**src/rtl/paddle_ramp_scheduler_if.sv**
```systemverilog
// rtl/paddle_ramp_scheduler_if.sv - frame, pot-position and padCTRL signals of the paddle ramp scheduler
interface paddle_ramp_scheduler_if;
  logic       i_vsync;
  logic       i_resetChip;
  logic [3:0] i_enable;
  logic [7:0] i_pos0;
  logic [7:0] i_pos1;
  logic [7:0] i_pos2;
  logic [7:0] i_pos3;
  logic       o_padDWN;
  logic [3:0] o_padCTRL;
  logic       o_busy;
  logic       o_frame_done;

  modport master (
    output i_vsync, i_resetChip, i_enable, i_pos0, i_pos1, i_pos2, i_pos3,
    input  o_padDWN, o_padCTRL, o_busy, o_frame_done
  );

  modport slave (
    input  i_vsync, i_resetChip, i_enable, i_pos0, i_pos1, i_pos2, i_pos3,
    output o_padDWN, o_padCTRL, o_busy, o_frame_done
  );
endinterface

```
**src/rtl/paddle_ramp_scheduler.sv**
```systemverilog
// rtl/paddle_ramp_scheduler.sv - shared discharge/ramp sequencer driving four paddle padCTRL lines
// Optional clamp of latched positions to [FLDTOP, FLDBOT] is enabled by defining PADDLE_CLAMP_EN.
module paddle_ramp_scheduler #(
  parameter int PTO     = 128,
  parameter int DISCH   = 16,
  parameter int MAXSTEP = 255,
  parameter int FLDTOP  = 42,
  parameter int FLDBOT  = 212
) (
  input  logic                     clock,
  input  logic                     reset,
  paddle_ramp_scheduler_if.slave   bus
);

  localparam logic [1:0] S_IDLE  = 2'd0;
  localparam logic [1:0] S_DISCH = 2'd1;
  localparam logic [1:0] S_RAMP  = 2'd2;
  localparam logic [1:0] S_DONE  = 2'd3;

  localparam int DW = (DISCH > 1) ? $clog2(DISCH) : 1;

  logic [1:0]    state;
  logic          vsync_q;
  logic [DW-1:0] disch_cnt;
  logic [7:0]    prescaler;
  logic [8:0]    step;
  logic [7:0]    pos_l [4];
  logic [3:0]    en_l;
  logic          pad_dwn;
  logic [3:0]    pad_ctrl;
  logic          busy;
  logic          frame_done;

  logic          vs_rise;
  logic [7:0]    pos_in [4];
  logic [3:0]    fire;
  logic [3:0]    ctrl_next;
  logic          ramp_end;

  assign vs_rise   = bus.i_vsync & ~vsync_q;
  assign pos_in[0] = bus.i_pos0;
  assign pos_in[1] = bus.i_pos1;
  assign pos_in[2] = bus.i_pos2;
  assign pos_in[3] = bus.i_pos3;

  function automatic logic [7:0] latch_pos(input logic [7:0] p);
`ifdef PADDLE_CLAMP_EN
    if (p < 8'(FLDTOP))
      return 8'(FLDTOP);
    else if (p > 8'(FLDBOT))
      return 8'(FLDBOT);
    else
      return p;
`else
    return p;
`endif
  endfunction

  // Lines are sticky: once a comparator or resetChip fires a line it stays high until the next discharge.
  always_comb begin
    fire = '0;
    for (int i = 0; i < 4; i++)
      fire[i] = en_l[i] & (step >= {1'b0, pos_l[i]});
    if (bus.i_resetChip)
      fire = fire | en_l;
    ctrl_next = pad_ctrl | fire;
    ramp_end  = ((ctrl_next & en_l) == en_l) ||
                ((step == 9'(MAXSTEP)) && (prescaler == 8'(PTO - 1)));
  end

  always_ff @(posedge clock) begin
    if (!reset) begin
      state      <= S_IDLE;
      vsync_q    <= 1'b0;
      disch_cnt  <= '0;
      prescaler  <= '0;
      step       <= '0;
      en_l       <= '0;
      pad_dwn    <= 1'b0;
      pad_ctrl   <= '0;
      busy       <= 1'b0;
      frame_done <= 1'b0;
      for (int i = 0; i < 4; i++)
        pos_l[i] <= '0;
    end else begin
      vsync_q    <= bus.i_vsync;
      frame_done <= 1'b0;
      // A new frame start wins in every state, aborting any frame in flight without a done pulse.
      if (vs_rise) begin
        state     <= S_DISCH;
        disch_cnt <= '0;
        en_l      <= bus.i_enable;
        pad_dwn   <= 1'b1;
        pad_ctrl  <= '0;
        busy      <= 1'b1;
        for (int i = 0; i < 4; i++)
          pos_l[i] <= latch_pos(pos_in[i]);
      end else begin
        case (state)
          S_DISCH: begin
            if (disch_cnt == DW'(DISCH - 1)) begin
              state     <= S_RAMP;
              step      <= '0;
              prescaler <= '0;
              pad_dwn   <= 1'b0;
            end else begin
              disch_cnt <= disch_cnt + 1'b1;
            end
          end
          S_RAMP: begin
            pad_ctrl <= ctrl_next;
            if (ramp_end) begin
              state      <= S_DONE;
              frame_done <= 1'b1;
              busy       <= 1'b0;
            end else if (prescaler == 8'(PTO - 1)) begin
              prescaler <= '0;
              if (step != 9'(MAXSTEP))
                step <= step + 1'b1;
            end else begin
              prescaler <= prescaler + 1'b1;
            end
          end
          default: ;
        endcase
      end
    end
  end

  assign bus.o_padDWN     = pad_dwn;
  assign bus.o_padCTRL    = pad_ctrl;
  assign bus.o_busy       = busy;
  assign bus.o_frame_done = frame_done;

endmodule
```
**src/flat_wrapper.sv**
```systemverilog
// flat-port wrapper written by rule: the top's interface ports become plain ports
module paddle_ramp_scheduler_flat 
#(
  parameter int PTO     = 128,
  parameter int DISCH   = 16,
  parameter int MAXSTEP = 255,
  parameter int FLDTOP  = 42,
  parameter int FLDBOT  = 212
)
  (clock, reset, bus_i_vsync, bus_i_resetChip, bus_i_enable, bus_i_pos0, bus_i_pos1, bus_i_pos2, bus_i_pos3, bus_o_padDWN, bus_o_padCTRL, bus_o_busy, bus_o_frame_done);
  paddle_ramp_scheduler_if bus_i ();
  input  logic clock;
  input  logic reset;
  input wire logic [$bits(bus_i.i_vsync)-1:0] bus_i_vsync;
  input wire logic [$bits(bus_i.i_resetChip)-1:0] bus_i_resetChip;
  input wire logic [$bits(bus_i.i_enable)-1:0] bus_i_enable;
  input wire logic [$bits(bus_i.i_pos0)-1:0] bus_i_pos0;
  input wire logic [$bits(bus_i.i_pos1)-1:0] bus_i_pos1;
  input wire logic [$bits(bus_i.i_pos2)-1:0] bus_i_pos2;
  input wire logic [$bits(bus_i.i_pos3)-1:0] bus_i_pos3;
  output wire logic [$bits(bus_i.o_padDWN)-1:0] bus_o_padDWN;
  output wire logic [$bits(bus_i.o_padCTRL)-1:0] bus_o_padCTRL;
  output wire logic [$bits(bus_i.o_busy)-1:0] bus_o_busy;
  output wire logic [$bits(bus_i.o_frame_done)-1:0] bus_o_frame_done;
  assign bus_i.i_vsync = bus_i_vsync;
  assign bus_i.i_resetChip = bus_i_resetChip;
  assign bus_i.i_enable = bus_i_enable;
  assign bus_i.i_pos0 = bus_i_pos0;
  assign bus_i.i_pos1 = bus_i_pos1;
  assign bus_i.i_pos2 = bus_i_pos2;
  assign bus_i.i_pos3 = bus_i_pos3;
  assign bus_o_padDWN = bus_i.o_padDWN;
  assign bus_o_padCTRL = bus_i.o_padCTRL;
  assign bus_o_busy = bus_i.o_busy;
  assign bus_o_frame_done = bus_i.o_frame_done;
  paddle_ramp_scheduler #(.PTO(PTO), .DISCH(DISCH), .MAXSTEP(MAXSTEP), .FLDTOP(FLDTOP), .FLDBOT(FLDBOT)) u_core (.clock(clock), .reset(reset), .bus(bus_i));
endmodule
```
**config.mk**
```make
export PLATFORM = sky130hd
export DESIGN_NAME = paddle_ramp_scheduler_flat
export DESIGN_NICKNAME = d
export VERILOG_FILES = /design/src/rtl/paddle_ramp_scheduler_if.sv /design/src/rtl/paddle_ramp_scheduler.sv /design/src/flat_wrapper.sv
export SDC_FILE = /design/constraint.sdc
export NUM_CORES = 1
export LEC_CHECK = 0
export CORE_MARGIN = 2
export CORE_UTILIZATION = 55
export DETAILED_ROUTE_END_ITERATION = 8
export PLACE_DENSITY = 0.86
export SLEW_MARGIN = 10
export SYNTH_ARGS = -nofsm -noshare
export SYNTH_HDL_FRONTEND = slang
export SYNTH_SLANG_ARGS = --single-unit
export TNS_END_PERCENT = 10
```
**constraint.sdc**
```tcl
create_clock -name clock -period 2.7 [get_ports clock]
set_input_delay 0.405 -clock clock [delete_from_list [all_inputs] [get_ports clock]]
set_output_delay 0.405 -clock clock [all_outputs]
set_load 0.05 [all_outputs]
```
==> flow_metrics.env <==
export IMPL_critPathKind="reg -> reg"
export IMPL_ant_nets=0
export IMPL_io_pins=47
export IMPL_finish_utilization_pct=72.8
export IMPL_finalPower_mw=2.34
export IMPL_peakVddDrop_uv=406
export IMPL_grt_pass1_wl_um=13400
export IMPL_clkPwrFrac_pct=33.6
export IMPL_start_kind="flip-flop"
export IMPL_syn_area_um2=3600
export IMPL_n_fill_cell=407
export IMPL_synth_distinct_cells=40
export IMPL_hold_buffers=0
export IMPL_clkLatencyLatePin_ps=360
export IMPL_globalRouteOverflowTotal=0
export IMPL_fmax_mhz=373
export IMPL_yosys_most_used_dff="dfxtp_1"
export IMPL_slew_headroom_pct=52.6
export IMPL_dpl_hpwl_um=5820
export IMPL_cp_max_fo=8
export IMPL_switchingPower_mw=0.641
export IMPL_wl_per_cell_um=16.2
export IMPL_path_cells="buf_4 -> ha_4 -> or3_1 -> a221oi_2 -> nand3b_1 -> a31oi_2 -> nor4_2 -> o21a_2 -> buf_6 -> or3_4 -> a21oi_2"
export IMPL_status="finished, final reports clean"
export IMPL_cp_required_ps=2970
export IMPL_drc_errors=0
export IMPL_seq_power_share_pct=49.1
export IMPL_arrival_ps=2950
export IMPL_gp_congestion=0.892
export IMPL_power_leakage_nw=1.91
export IMPL_clock_root_buffer="clkbuf_8"
export IMPL_drt_iter0_markers=377
export IMPL_rows=29
export IMPL_ys_top_cells_by_count="ha_1, inv_1, dfxtp_1"
export IMPL_synthTopCellsByArea="edfxtp_1, dfxtp_1, ha_1, and2_1, inv_1"
export IMPL_die_area_um2=7210
export IMPL_track_usage_pct=23.6
export IMPL_wl_um=8450
export IMPL_path_clk_slew_ps=80
export IMPL_end_kind="flip-flop"
export IMPL_coreArea_um2=6350
export IMPL_diodes=0
export IMPL_viasPerCell=5.84
export IMPL_place_area_um2=4290
export IMPL_fin_setup_tns_ps=0
export IMPL_cts_buffer_depth=2
export IMPL_yosys_warnings=0
export IMPL_fin_nets=518
export IMPL_dp_slack_ps=-249
export IMPL_fin_worst_skew_ps=12.9
export IMPL_stdcell_area_um2=4630
export IMPL_cts_sinks=67
export IMPL_slowest_stage="dfxtp_4"
export IMPL_io_buffers=46
export IMPL_worst_slew_pin_transition_ps=706
export IMPL_synth_fp_nets=445
export IMPL_crit_buf_inv=2
export IMPL_p_sw_share_pct=27.4
export IMPL_synth_top_area_share_pct=26.7
export IMPL_die_w_um=84.9
export IMPL_avgSynthCellArea_um2=9.81
export IMPL_yosysMostFrequentCell="ha_1"
export IMPL_via_count=3050
export IMPL_cts_made_buffers=9
export IMPL_ys_ff_latch=67
export IMPL_intPower_mw=1.70
export IMPL_drive_above_1_share_pct=16.0
export IMPL_finalMaxSlewViolations=0
export IMPL_antenna_found_initial=0
export IMPL_finalCritPeriodShare_pct=99.4
export IMPL_period_minus_slack_ps=2680
export IMPL_syn_inst=367
export IMPL_r2r_setup_slack_ps=20
export IMPL_cts_tree="built"
export IMPL_max_stage_delay_ps=370
export IMPL_areaGrowthSynthToFinish_pct=28.5
export IMPL_rsz0062_at_grt="yes"
export IMPL_cap_violations=0
export IMPL_drt_pre_antenna_iters=5
export IMPL_h_tree_depth=3
export IMPL_synth_largest_area_cell="edfxtp_1"
export IMPL_grt_max_degree=39
export IMPL_fin_ws_ps=17.4
export IMPL_seq_area_frac_synth_pct=46.1
export IMPL_cp_top_family="simple AND/OR/NAND/NOR gates"
export IMPL_initial_core_util_pct=56.7
export IMPL_hold_path_class="reg -> reg"
export IMPL_setup_viol=0
export IMPL_hold_viol=0
export IMPL_synthArstFlopShare_pct=0
export IMPL_combPwrFrac_pct=17.3
export IMPL_synth_edff_count=32
export IMPL_grt_pass1_vias=2940
export IMPL_powerDensity_nw_per_um2=506
export IMPL_die_h_um=84.9
-- timing repair --
item	in CTS	in global routing
pin swaps	0	17
hold endpoints to repair	0	0
gates cloned	0	0
setup buffers	0	3
gates resized for setup	8	26
endpoints found under the setup margin	12	20
-- path summary, 6_finish.rpt --
path	cells past startpoint	from	endpoint
worst max-delay path	11	u_core.step[7]$_SDFFE_PN0P_	u_core.step[2]$_SDFFE_PN0P_
worst min-delay path	1	u_core.vsync_q$_SDFF_PN0_	u_core.state[0]$_SDFFE_PN0P_
worst max register to register	11	u_core.step[7]$_SDFFE_PN0P_	u_core.step[2]$_SDFFE_PN0P_
worst min register to register	1	u_core.vsync_q$_SDFF_PN0_	u_core.state[0]$_SDFFE_PN0P_
-- per-stage QoR --
| step | std cells | hold slack (ps) |
|---|---|---|
| floorplan | 367 | 446 |
| finish | 522 | 479 |
| detailed placement | 503 | 465 |
| global route | 522 | 501 |
| CTS | 519 | 477 |
| global placement | 503 | 457 |
-- power groups by stage --
stage | Combinational [mW] | Sequential [mW] | Clock (mW)
3_5_place_dp | 0.370 | 1.17 | 0
6_report | 0.406 | 1.15 | 0.786
2_1_floorplan | 0.204 | 1.18 | 0
5_1_grt | 0.444 | 1.15 | 0.842
3_3_place_gp | 0.350 | 1.17 | 0
4_1_cts | 0.377 | 1.15 | 0.782
-- metal layers --
metal  global-route usage, %  up-vias  part of all wire [%]
met5                       0        -                     0
met2                    39.1      116                    51
met3                    5.54       18                   5.8
met1                    29.3     1461                    41
met4                    10.5        0                   2.3
li1                        -     1455                     -
-- state kept, by name, indices dropped and copies added (netlist names) --
| name | flops |
|---|---|
| u_core.step | 9 |
| u_core.bus.o_padDWN | 1 |
| u_core.prescaler | 8 |
| u_core.bus.o_frame_done | 1 |
| u_core.vsync_q | 1 |
| u_core.bus.o_padCTRL | 4 |
| u_core.en_l | 4 |
| u_core.pos_l | 32 |
| u_core.bus.o_busy | 1 |
| u_core.state | 2 |
| u_core.disch_cnt | 4 |
-- cell usage in the layout, fill, tap and decap left out, types with 3 or more instances in the layout --
| master | n |
|---|---|
| a21o_1 | 4 |
| a21oi_1 | 14 |
| a21oi_2 | 6 |
| a22o_1 | 4 |
| a31oi_1 | 10 |
| and2_1 | 34 |
| and3_1 | 4 |
| and3b_1 | 3 |
| buf_4 | 25 |
| clkbuf_8 | 9 |
| clkdlybuf4s50_1 | 46 |
| dfxtp_1 | 32 |
| edfxtp_1 | 32 |
| ha_1 | 36 |
| inv_1 | 36 |
| mux2i_1 | 4 |
| nand2_1 | 21 |
| nand2b_1 | 6 |
| nand3_1 | 13 |
| nand3b_1 | 4 |
| nand4_1 | 6 |
| nor2_1 | 18 |
| nor3_1 | 3 |
| o21ai_0 | 15 |
| o21ai_1 | 3 |
| o21ai_2 | 3 |
| or3_1 | 11 |
| xor2_1 | 3 |
-- layout make-up --
cell class	count	area [µm²]	share of cell area [%]
multi-input combinational	253	1880	40.7
timing repair buffer	72	659	14.3
tap	77	96.3	2.08
inverter	37	139	3.00
clock inverter	4	25.0	0.541
sequential	67	1670	36.1
clock buffer	12	156	3.38
-- worst register-to-register path: cells and delay by family, from the launching register on --
kind	cells	cell delay, ps
AOI/OAI and AO/OA	4	820
adders and majority gates	1	150
buffers and inverters	2	310
DFF	1	370
and+or+nand+nor	4	950
-- logic make-up (layout without fill, tap and decap cells) --
kind of cell / count (synthesis) / in the layout / synth area share, %
AO/OA/AOI/OAI: 75 / 75 / 13.3
XOR/XNOR: 5 / 5 / 1.22
adder cells (fa/ha/maj): 38 / 38 / 13.2
buffers and inverters: 47 / 125 / 4.93
flip-flops: 67 / 67 / 46.1
multiplexers: 4 / 4 / 1.11
AND/OR/NAND/NOR: 131 / 131 / 20.1
No activity file was read; power rests on OpenSTA's default activity.
